### config.mk
export PLATFORM = sky130hd
export DESIGN_NAME = spi_ram_ctrl
export DESIGN_NICKNAME = d
export VERILOG_FILES = /design/src/rtl/spi_ram_pkg.sv /design/src/rtl/spi_ram_mem.sv /design/src/rtl/spi_ram_ctrl.sv
export SDC_FILE = /design/constraint.sdc
export NUM_CORES = 2
export LEC_CHECK = 0
export ABC_AREA = 1
export BUFFER_PORTS_ARGS = -buffer_cell sky130_fd_sc_hd__buf_4
export CORE_MARGIN = 4
export CORE_UTILIZATION = 40
export DETAILED_ROUTE_END_ITERATION = 7
export GPL_ROUTABILITY_DRIVEN = 0
export SETUP_SLACK_MARGIN = 0.05
export SYNTH_ARGS = -nofsm -noshare
export SYNTH_HDL_FRONTEND = slang
export SYNTH_HIERARCHICAL = 1
export SYNTH_SLANG_ARGS = --single-unit
export TNS_END_PERCENT = 50
### constraint.sdc
create_clock -name clk -period 3 [get_ports clk]
set_input_delay 0.15 -clock clk [delete_from_list [all_inputs] [get_ports clk]]
set_output_delay 0.15 -clock clk [all_outputs]
set_load 0.05 [all_outputs]
### src/rtl/spi_ram_pkg.sv
// Shared command encodings and FSM state type for the SPI RAM controller.
package spi_ram_pkg;
  localparam logic [1:0] CMD_WR_ADDR = 2'b00;
  localparam logic [1:0] CMD_WR_DATA = 2'b01;
  localparam logic [1:0] CMD_RD_ADDR = 2'b10;
  localparam logic [1:0] CMD_RD_DATA = 2'b11;

  typedef enum logic {IDLE, TX_HOLD} state_t;
endpackage

### src/rtl/spi_ram_mem.sv
// Single-port 8-bit RAM with registered read (read-before-write on the same edge).
module spi_ram_mem #(
  parameter int MEM_DEPTH = 256,
  parameter int ADDR_SIZE = 8
) (
  input  logic                 clk,
  input  logic                 we,
  input  logic [ADDR_SIZE-1:0] addr,
  input  logic [7:0]           wdata,
  output logic [7:0]           rdata
);
  logic [7:0] mem [MEM_DEPTH];

  // Contents are deliberately not reset.
  always_ff @(posedge clk) begin
    if (we) mem[addr] <= wdata;
    rdata <= mem[addr];
  end
endmodule

### src/rtl/spi_ram_ctrl.sv
// RAM controller behind the SPI slave: decodes 10-bit command words into
// address loads, writes and reads. Optional SPI_RAM_WR_AUTOINC_EN bumps wr_addr after each write.
module spi_ram_ctrl
  import spi_ram_pkg::*;
#(
  parameter int MEM_DEPTH = 256,
  parameter int ADDR_SIZE = 8
) (
  input  logic       clk,
  input  logic       rst,
  input  logic [9:0] din,
  input  logic       rx_valid,
  output logic [7:0] dout,
  output logic       tx_valid
);
  state_t               state, state_nxt;
  logic [ADDR_SIZE-1:0] wr_addr, rd_addr, mem_addr;
  logic [7:0]           rdata, dout_q;
  logic [1:0]           cmd;
  logic                 we;

  assign cmd      = din[9:8];
  assign we       = rx_valid && (cmd == CMD_WR_DATA);
  // Idle cycles keep rd_addr on the port so rdata stays stable during TX_HOLD.
  assign mem_addr = we ? wr_addr : rd_addr;

  spi_ram_mem #(.MEM_DEPTH(MEM_DEPTH), .ADDR_SIZE(ADDR_SIZE)) u_mem (
    .clk   (clk),
    .we    (we),
    .addr  (mem_addr),
    .wdata (din[7:0]),
    .rdata (rdata)
  );

  always_ff @(posedge clk) begin
    if (rst) state <= IDLE;
    else     state <= state_nxt;
  end

  always_comb begin
    state_nxt = state;
    if (rx_valid) state_nxt = (cmd == CMD_RD_DATA) ? TX_HOLD : IDLE;
  end

  // In TX_HOLD the RAM output register is the read result; otherwise show the captured copy.
  always_comb begin
    tx_valid = (state == TX_HOLD);
    dout     = tx_valid ? rdata : dout_q;
  end

  always_ff @(posedge clk) begin
    if (rst) begin
      wr_addr <= '0;
      rd_addr <= '0;
      dout_q  <= 8'h00;
    end else if (rx_valid) begin
      if (state == TX_HOLD) dout_q <= rdata;
      case (cmd)
        CMD_WR_ADDR: wr_addr <= din[ADDR_SIZE-1:0];
`ifdef SPI_RAM_WR_AUTOINC_EN
        CMD_WR_DATA: wr_addr <= wr_addr + 1'b1;
`else
        CMD_WR_DATA: ;
`endif
        CMD_RD_ADDR: rd_addr <= din[ADDR_SIZE-1:0];
        default:     ;
      endcase
    end
  end
endmodule

==> impl_metrics.tcl <==
set metrics [dict create \
    start_util_pct 40.18 \
    fmax_ghz 0.3447 \
    min_period_ps 2901 \
    dp_hpwl_um 153700 \
    dp.cells 11439 \
    clk_latency_ps 850 \
    postCtsSetupRepairBufs 0 \
    ys_seq_elements 2081 \
    numPortBuffers 21 \
    layout_common_cells "4841 x nand2_1, 2048 x edfxtp_1, 671 x buf_4, 385 x nor2_1, 211 x clkbuf_16" \
    syn_area_mm2 0.08616 \
    io_pins 22 \
    crit_type "in2reg" \
    power.density_mw_per_mm2 608.8 \
    rsz0062_at_grt "true" \
    worstMarginPinSlew_ps 927.8 \
    met1_usage_pct 30.09 \
    cp.arrival_ps 3620 \
    wl_um 241600 \
    drive_above_1_share_pct 12.63 \
    grt_busiest_layer "met2" \
    cts_made_buffers 211 \
    cts_sinks 2081 \
    start_kind "primary input" \
    rows 170 \
    setup_viol 0 \
    final_common_cell "nand2_1" \
    vias 59573 \
    n_fill_cell 19408 \
    grt_max_degree 90 \
    final_area_mm2 0.1022 \
    crit_required_ps 3720 \
    clockBufferDepth 3 \
    die_h_um 472.1 \
    final.period_utilization_pct 96.70 \
    grt_pass1_vias 57666 \
    grt_use_met3_pct 3.056 \
    status "finished, final reports clean" \
    track_usage_pct 21.32 \
    clock_skew_ps 41.76 \
    ys_warn_count 6 \
    antenna_found_initial 3 \
    maxCapViolCount 0 \
    slew_headroom_pct 37.92 \
    grt_overflow_total 0 \
    avgSynthCellArea_um2 10.46 \
    syn2layout_area_growth_pct 18.62 \
    ys_types 22 \
    design.die.area_mm2 0.2229 \
    reg2reg_depth 16 \
    post-place-ws_ps -492.9 \
    ys_seq_area_share_pct 72.15 \
    wl_per_cell_um 20.40 \
    min_path_cells 5 \
    worstPathMaxFanout 17 \
    p_leak_nw 41.26 \
    die_w_um 472.1 \
    end_kind "flop" \
    drtPass1Iterations 6 \
    cts_tree "built" \
    core_mm2 0.2144 \
    post-route-util_pct 47.67 \
    irDropWorstVdd_mv 0.5806 \
    final_nets 8842 \
    hold_class "in2reg" \
    finalHoldViolCount 0 \
    post_dp_cell_area_mm2 0.09529 \
    syn_inst 8235 \
    met2_usage_pct 34.39 \
    synth_nets 8248 \
    viasPerCell 5.032 \
    drc 0 \
    fin_ws_ps 98.94 \
    cts_root_buffer "clkbuf_16" \
    maxSlewViolCount 0 \
    clk_pin_slew_ps 60 \
    grt_pass1_wl_um 361000 \
    ant_nets 0 \
    htree_levels 4 \
    instances_no_fill 11840 \
    drt-initial-drc-count 5829 \
]
-- worst max-delay path, cell delays in order --
cell and delay (ps):
dlygate4sd3_1 540, buf_4 140, inv_2 50, nor2_2 30, nand2_2 170, inv_2 60, buf_4 140, nand2_1 100
nand2_4 140, buf_4 240, buf_4 230, buf_4 180, nand2_1 70, nand2_1 70, nand2_1 60, nand2_1 50
o21ai_1 280, nand2_1 280, nor2_1 180, nor2_1 80, nor2_4 270, nand2_1 80
-- power by group --
part | leakage, nW | switching (mW) | internal, mW
combinational | 19.3 | 3.21 | 1.34
sequential | 18.7 | 0.0584 | 32.0
clock | 3.27 | 11.1 | 14.5
total | 41.3 | 14.4 | 47.8
-- metrics by stage --
step / setup TNS (ps) / total power [mW] / hold WS (ps)
finish: 0 / 62.22 / 229.6
global route: 0 / 64.26 / 223.2
CTS: 0 / 62.63 / 127.0
detailed placement: -3658 / 37.13 / 416.5
global placement: -4660 / 37.11 / 408.6
floorplan: 0 / 34.70 / 248.9
-- what timing repair did --
| item | in CTS | in global routing |
|---|---|---|
| cloned | 0 | 0 |
| endpoints found under the setup margin | 4 | 16 |
| hold buffers | 15 | 0 |
| hold endpoints to repair | 602 | 0 |
| resized for setup | 8 | 12 |
-- final timing paths --
kind               from              to  slack [ps]
max            rx_valid  u_mem/rdata[5]         100
min                 rst       dout_q[7]         230
max reg2reg  rd_addr[0]  u_mem/rdata[5]         100
min reg2reg  wr_addr[6]      wr_addr[6]         490
-- cells by family (layout without fill, tap and decap cells) --
family                 Yosys count  count (layout)  share of synthesized area, %
other                            0               4                             0
DFF                           2081            2081                         72.15
and+or+nand+nor               5463            5463                         24.16
buffers and inverters          490            1253                         2.525
AOI/OAI and AO/OA              201             201                         1.168
-- synth_stat cells --
master       n  area [um2]
a21oi_1     41       205.2
buf_4        8       60.06
inv_1       57       214.0
dfxtp_1     33       660.6
nor2_2       1       6.260
nor2_4       1       11.26
o21ai_1    119       595.6
clkbuf_1   170       638.1
inv_2        5       18.77
buf_6        9       101.4
nand2_2      3       18.77
nor2_8       1       20.02
nor2_1     401        1505
nand2_4      1       11.26
nand3_4      1       17.52
buf_2      187       935.9
nand2_1   4849       18200
inv_4        2       12.51
buf_1       52       195.2
edfxtp_1  2048       61500
nand3_1    205        1026
o21ai_0     41       205.2
-- cell type report --
type,instances,area [um2],area share (%)
flip-flops and latches,2081,62160,60.82
multi-input cells,5664,21940,21.47
repair buffers,807,7570,7.407
clock buffers,271,5615,5.495
well taps,2838,3551,3.475
clock inverters,111,1080,1.057
inverters,64,274.0,0.2681
diodes,4,10.01,0.009794
-- routing by layer --
layer	up-vias	wire length, um
li1	28182	-
met1	28883	104400
met2	2123	112400
met3	385	17750
met4	0	6943
met5	-	0
-- sequential cells by signal, indices dropped and copies added, names as in the netlist --
register / count
wr_addr: 8
u_mem/rdata: 8
u_mem/mem: 2048
tx_valid: 1
dout_q: 8
rd_addr: 8
No activity file was read; power rests on OpenSTA's default activity.
